==> config.mk <==
export PLATFORM = sky130hd
export DESIGN_NAME = shift_add_mult32
export DESIGN_NICKNAME = d
export VERILOG_FILES = /design/src/rtl/shift_add_mult32.sv
export SDC_FILE = /design/constraint.sdc
export NUM_CORES = 1
export LEC_CHECK = 0
export BUFFER_PORTS_ARGS = -buffer_cell sky130_fd_sc_hd__buf_4
export CAP_MARGIN = 40
export CELL_PAD_IN_SITES_DETAIL_PLACEMENT = 0
export CELL_PAD_IN_SITES_GLOBAL_PLACEMENT = 1
export CORE_ASPECT_RATIO = 0.8
export CORE_MARGIN = 5
export CORE_UTILIZATION = 42
export CTS_CLUSTER_SIZE = 20
export DETAILED_ROUTE_END_ITERATION = 7
export PLACE_DENSITY = 0.84
export SETUP_SLACK_MARGIN = 0.02
export SLEW_MARGIN = 20
export SYNTH_ARGS = -nofsm -noshare
export SYNTH_HDL_FRONTEND = slang
export SYNTH_SLANG_ARGS = --single-unit
==> constraint.sdc <==
create_clock -name clk -period 3.5 [get_ports clk]
set_input_delay 0.35 -clock clk [delete_from_list [all_inputs] [get_ports clk]]
set_output_delay 0.35 -clock clk [all_outputs]
set_load 0.02 [all_outputs]
==> src/rtl/shift_add_mult32.sv <==
// shift_add_mult32 -- sequential 32x32 unsigned shift-add multiplier.
//
// One adder32 instance forms the accumulate stage. A start accepted in IDLE
// latches the operands. RUN then performs 32 shift-add iterations, one per
// clock. A one-cycle DONE state presents the 64-bit product.
//
// Ports:
//   clk    in   1   rising-edge clock
//   rst    in   1   synchronous, active-high reset
//   start  in   1   multiply request, sampled only in IDLE
//   a      in  32   multiplicand, captured on the accepting edge
//   b      in  32   multiplier, captured on the accepting edge
//   ready  out  1   high in IDLE
//   busy   out  1   high in RUN
//   done   out  1   one-cycle pulse; p valid from this cycle
//   p      out 64   product, held until the next completion

module adder32 (
  input  logic [31:0] i_a,
  input  logic [31:0] i_b,
  input  logic        i_ci,
  output logic [31:0] o_s,
  output logic        o_co
);
  assign {o_co, o_s} = {1'b0, i_a} + {1'b0, i_b} + {32'd0, i_ci};
endmodule

// state  | meaning
// IDLE   | waiting for start; ready=1
// RUN    | one shift-add iteration per edge, 32 in total; busy=1
// DONE   | product valid, done=1 for one cycle
module shift_add_mult32 (
  input  logic        clk,
  input  logic        rst,
  input  logic        start,
  input  logic [31:0] a,
  input  logic [31:0] b,
  output logic        ready,
  output logic        busy,
  output logic        done,
  output logic [63:0] p
);
  typedef enum logic [1:0] {
    S_IDLE = 2'd0,
    S_RUN  = 2'd1,
    S_DONE = 2'd2
  } state_t;

  state_t      r_state;
  state_t      w_state_nxt;
  logic [31:0] r_m;
  logic [31:0] r_a;
  logic [31:0] r_q;
  logic [5:0]  r_cnt;
  logic [63:0] r_p;

  logic [31:0] w_addend;
  logic [31:0] w_sum;
  logic        w_co;
  logic        w_last;

  assign w_addend = r_q[0] ? r_m : 32'd0;
  assign w_last   = (r_cnt == 6'd31);

  adder32 u_adder32 (
    .i_a  (r_a),
    .i_b  (w_addend),
    .i_ci (1'b0),
    .o_s  (w_sum),
    .o_co (w_co)
  );

  always_ff @(posedge clk) begin
    if (rst) r_state <= S_IDLE;
    else     r_state <= w_state_nxt;
  end

  always_comb begin
    w_state_nxt = r_state;
    case (r_state)
      S_IDLE:  if (start) w_state_nxt = S_RUN;
      S_RUN:   if (w_last) w_state_nxt = S_DONE;
      S_DONE:  w_state_nxt = S_IDLE;
      default: w_state_nxt = S_IDLE;
    endcase
  end

  // The carry out of the adder becomes the new A[31] on the right shift.
  // The LSB of the sum moves into the top of Q.
  always_ff @(posedge clk) begin
    if (rst) begin
      r_m   <= '0;
      r_a   <= '0;
      r_q   <= '0;
      r_cnt <= '0;
      r_p   <= '0;
    end else begin
      case (r_state)
        S_IDLE: begin
          if (start) begin
            r_m   <= a;
            r_q   <= b;
            r_a   <= '0;
            r_cnt <= '0;
          end
        end
        S_RUN: begin
          r_a   <= {w_co, w_sum[31:1]};
          r_q   <= {w_sum[0], r_q[31:1]};
          r_cnt <= r_cnt + 6'd1;
          if (w_last) r_p <= {w_co, w_sum[31:1], w_sum[0], r_q[31:1]};
        end
        default: ;
      endcase
    end
  end

  assign ready = (r_state == S_IDLE);
  assign busy  = (r_state == S_RUN);
  assign done  = (r_state == S_DONE);
  assign p     = r_p;

endmodule

# Word-level counts from Yosys, hierarchy flattened
# Index checks and enable logic that the tools add are counted.
[word_totals]
regBits = 168
input_bits = 67
output_inout_bits = 67
wordCells = 29
[classes]
n_addsub = 2
n_eq_ne = 5
n_mux = 10
n_reduce_logical = 6
[op_table]
columns = ["cell", "count"]
rows = [
  ["$pmux W32 S2", 2],
  ["$mux W32", 3],
  ["$add A32 B32 Y33", 1],
  ["$pmux W6 S2", 1],
  ["$reduce_and A2 Y1", 4],
  ["$add A6 B1 Y6 const B", 1],
  ["$eq A6 B5 Y1 const B", 1],
  ["$mux W6", 1],
  ["$mux W2", 2],
  ["$pmux W2 S2", 1],
  ["$eq A2 B1 Y1 const B", 1],
  ["$eq A2 B2 Y1 const B", 1],
  ["$logic_not A2 Y1", 1],
  ["$ne A2 B1 Y1 const B", 1],
  ["$ne A2 B2 Y1 const B", 1],
  ["$reduce_bool A2 Y1", 1],
]

# Logic depth before layout (Yosys ltp)
[depth]
depth_word = 3
mapped_depth = 12
ltp_nobuf = 11

# Cells and area by module
# A second synthesis with hierarchy kept.
[hier_totals]
cells_unflattened = 1071
area_unflattened_um2 = 8822.2
[by_module_without_submodules]
columns = ["mod", "n_inst", "cells_each", "area_each_um2", "seq_area_each_um2"]
rows = [
  ["shift_add_mult32", 1, 812, 6967.9, 3363.2],
  ["adder32", 1, 259, 1854.3, 0.0],
]

# Worst setup path before layout
# No wires, ideal clock.
[synth_timing]
path_type = "reg2reg"
startpoint = "reg r_q[0]"
endpoint = "reg r_p[61], in the netlist p[61]"
setup_ns = 0.062
arrival_ns = 2.678
required_time_ns = 3.438
setup_slack_ns = 0.760
path_stages_with_launch = 13
n_path_buf = 1
period_less_slack_ns = 2.740
path_cell_list = "dfxtp_1 clkbuf_1 and2_1 ha_1 inv_1 fa_1 nor2b_4 o2111a_2 o21ai_2 a31oi_4 a41oi_2 or4_1 nand3_1"
[synth_via]
elab_chain_cells = 2
[synth_lines]
columns = ["item", "line_no", "source"]
rows = [
  ["start: declaration", "53", "logic [31:0] r_q;"],
  ["start signal: assignment", "109", "r_q <= {w_sum[0], r_q[31:1]};"],
  ["$mux W32", "62", "assign w_addend = r_q[0] ? r_m : 32'd0;"],
  ["$add A32 B32 Y33", "25", "assign {o_co, o_s} = {1'b0, i_a} + {1'b0, i_b} + {32'd0, i_ci};"],
  ["end signal: assignment", "111", "if (w_last) r_p <= {w_co, w_sum[31:1], w_sum[0], r_q[31:1]};"],
  ["end: declaration", "55", "logic [63:0] r_p;"],
]
# No other way between the ends.
# A chain may end at the register's enable or synchronous reset.

# Worst setup path in the final report
# Ends and elaborated chain as after synthesis.

==> flow_metrics.py <==
metrics = {
    "outcome": {
        "status": "complete, no violations",
    },
    "route": {
        "drt_iter0_drc": 616,
        "dr.pass1.iters": 5,
        "ant_nets": 0,
        "drc_errors": 0,
        "wl_mm": 23.2,
        "vias": 7589,
        "wl_per_cell_um": 16.3,
        "viasPerCell": 5.33,
    },
    "placed_design": {
        "place_congestion": 0.915,
        "dp_hpwl_mm": 16.3,
        "io_buffers": 133,
    },
    "synthesis": {
        "synth_ff_type": "dfxtp_1",
        "yosysSeqAreaShare": 0.410,
        "synth_seq_cells": 168,
        "syn_area_mm2": 0.00820,
        "synth_nets": 1158,
        "syn_area_per_cell_um2": 7.75,
        "syn-instance-count": 1057,
        "synth_async_sr_flop_share": 0,
        "synth-edff-count": 0,
        "yosys_warnings": 0,
        "synth.distinct_cells": 68,
    },
    "clock_tree": {
        "clk_pin_slew_ns": 0.07,
        "insertion_delay_ns": 0.43,
        "htreeDepth": 4,
        "cts_resized": 0,
        "holdBufCountCts": 0,
        "cts_made_buffers": 17,
        "post_cts_buffers": 0,
        "cts_tree": "done",
        "cts.sinks": 168,
        "root_buffer": "clkbuf_16",
        "cts_max_path_buffers": 2,
    },
    "die": {
        "die-area_mm2": 0.0224,
        "ios": 134,
        "die_h_um": 135,
        "start_util": 0.429,
        "rows": 45,
        "die_w_um": 166,
        "core_mm2": 0.0191,
    },
    "sta": {
        "setup_viol": 0,
        "worstMarginPinSlew_ns": 0.802,
        "skew_ns": 0.00956,
        "tns_ns": 0,
        "rsz0062_at_grt": "false",
        "slew_viol_final": 0,
        "hold_viol_final": 0,
        "fmax_mhz": 332,
        "finalCritPeriodShare": 0.861,
        "fin_crit_ns": 3.01,
        "max_slew_margin": 0.462,
    },
    "power": {
        "p_leak_nw": 4.07,
        "p_per_area_mw_per_mm2": 420,
        "finalPower_mw": 4.17,
        "peakVddDrop_uv": 257,
    },
    "min_path": {
        "hold_path_class": "in2reg",
    },
    "cells_and_area": {
        "final_common_cell": "nand2_1",
        "antenna_cells": 0,
        "fin_nets": 1255,
        "area_growth_syn_to_layout_pct": 21.1,
        "drive_above_1_share": 0.181,
        "mostFrequentLayoutCells": "nand2_1, dfxtp_1, buf_4",
        "fillers": 1927,
    },
    "global_routing": {
        "grt_max_degree": 63,
        "grt_usage": 0.204,
        "grt_pass1_wl_mm": 37.8,
        "antenna_found_initial": 0,
        "grt_pass1_vias": 7312,
        "overflow": 0,
    },
    "worst_setup_path": {
        "path_cells": "buf_4, and2_1, ha_1, inv_1, fa_1, nor2b_4, o2111a_2, o21ai_2, a31oi_4, a41oi_2, or4_1, nand3_1",
        "cp-end-kind": "flop",
        "cp.arrival_ns": 3.38,
        "cp.required_ns": 3.87,
        "worstPathMaxFanout": 33,
        "crit_path_max_incr_delay_ns": 0.49,
        "slowest_stage": "or4_1",
        "cp-start-kind": "flop",
        "path_class": "reg2reg",
    },
    "run": {
        "maxCapViolations": 0,
    },
}
synth_stat cells, types with 3 or more instances:
master,n,area [µm²]
nand2_1,217,815
clkbuf_1,57,214
o21ai_1,5,25.0
and3_1,4,25.0
nor3_1,41,205
a22o_1,11,96.3
xor2_1,15,131
buf_2,10,50.1
a21oi_1,123,616
o21ai_0,59,295
a31oi_1,6,37.5
o211ai_1,4,30.0
or4_1,4,30.0
nor2b_1,3,18.8
or3_1,8,50.1
nor2_1,99,372
nand4_1,12,75.1
dfxtp_1,168,3360
o21a_1,8,60.1
nand2b_1,3,18.8
ha_1,33,413
nand3_1,39,195
buf_1,3,11.3
a21o_1,13,97.6
and2_1,34,213
nor4_1,3,18.8
a211oi_1,5,37.5
xnor2_1,13,114
inv_1,8,30.0
sequential cells by signal, indices dropped and copies added, names as in the netlist:
signal and cells:
r_cnt 6, r_a 32, r_m 32, r_q 32, r_state 2, p 64
metal layers:
layer,global-route usage,up-vias,routed length (µm)
met5,0,-,0
met4,0.0444,0,234
met3,0.0462,17,1160
met2,0.311,174,10100
met1,0.296,3557,11700
li1,-,3841,-
area by class of cell:
type / instances / area (µm²) / area share
flip-flops and latches: 168 / 3360 / 0.339
repair buffers: 148 / 1110 / 0.112
inverters: 10 / 37.5 / 0.00378
clock inverters: 11 / 88.8 / 0.00895
well taps: 258 / 323 / 0.0325
multi-input cells: 809 / 4530 / 0.457
clock buffers: 20 / 467 / 0.0470
power by group:
part	switching (mW)	internal (mW)	total [mW]
clock network	0.815	0.975	1.79
logic	0.224	0.134	0.358
registers	0.0429	1.98	2.02
total	1.08	3.09	4.17
path summary, 6_finish.rpt:
check | start | end | slack [ns] | depth (start not counted)
worst max-delay path | r_q[0]$_SDFFE_PP0P_ | p[61]$_SDFFE_PP0P_ | 0.49 | 12
worst min-delay path | a[22] | r_m[22]$_SDFFE_PP0P_ | 0.16 | 3
worst max register to register | r_q[0]$_SDFFE_PP0P_ | p[61]$_SDFFE_PP0P_ | 0.49 | 12
worst min register to register | r_m[13]$_SDFFE_PP0P_ | r_m[13]$_SDFFE_PP0P_ | 0.45 | 2
stage by stage:
step / hold WS [ns] / util / worst slack, ns / instance area [µm²] / std cells
finish: 0.159 / 0.520 / 0.486 / 9920 / 1424
global route: 0.148 / 0.520 / 0.279 / 9920 / 1424
CTS: 0.152 / 0.519 / 0.465 / 9910 / 1423
detailed placement: 0.445 / 0.490 / 0.471 / 9360 / 1392
global placement: 0.439 / 0.490 / 0.593 / 9360 / 1392
floorplan: 0.432 / - / 0.760 / 8200 / 1057
logic make-up after synthesis:
| logic type | count (synthesis) | share of synthesized area |
|---|---|---|
| flops | 168 | 0.410 |
| buf+inv | 80 | 0.0382 |
| xor+xnor | 28 | 0.0299 |
| simple gates | 478 | 0.262 |
| fa+ha+maj | 34 | 0.0528 |
| mux | 1 | 0.00137 |
| compound gates | 268 | 0.205 |
critical path, delay by kind of cell (launching register included):
| kind | cells | cell delay [ns] |
|---|---|---|
| DFF | 1 | 0.31 |
| AOI/OAI and AO/OA | 4 | 0.74 |
| and+or+nand+nor | 4 | 0.91 |
| adders and majority gates | 2 | 0.63 |
| buffers and inverters | 2 | 0.34 |
Note: power is estimated with default switching activity, not from simulation.
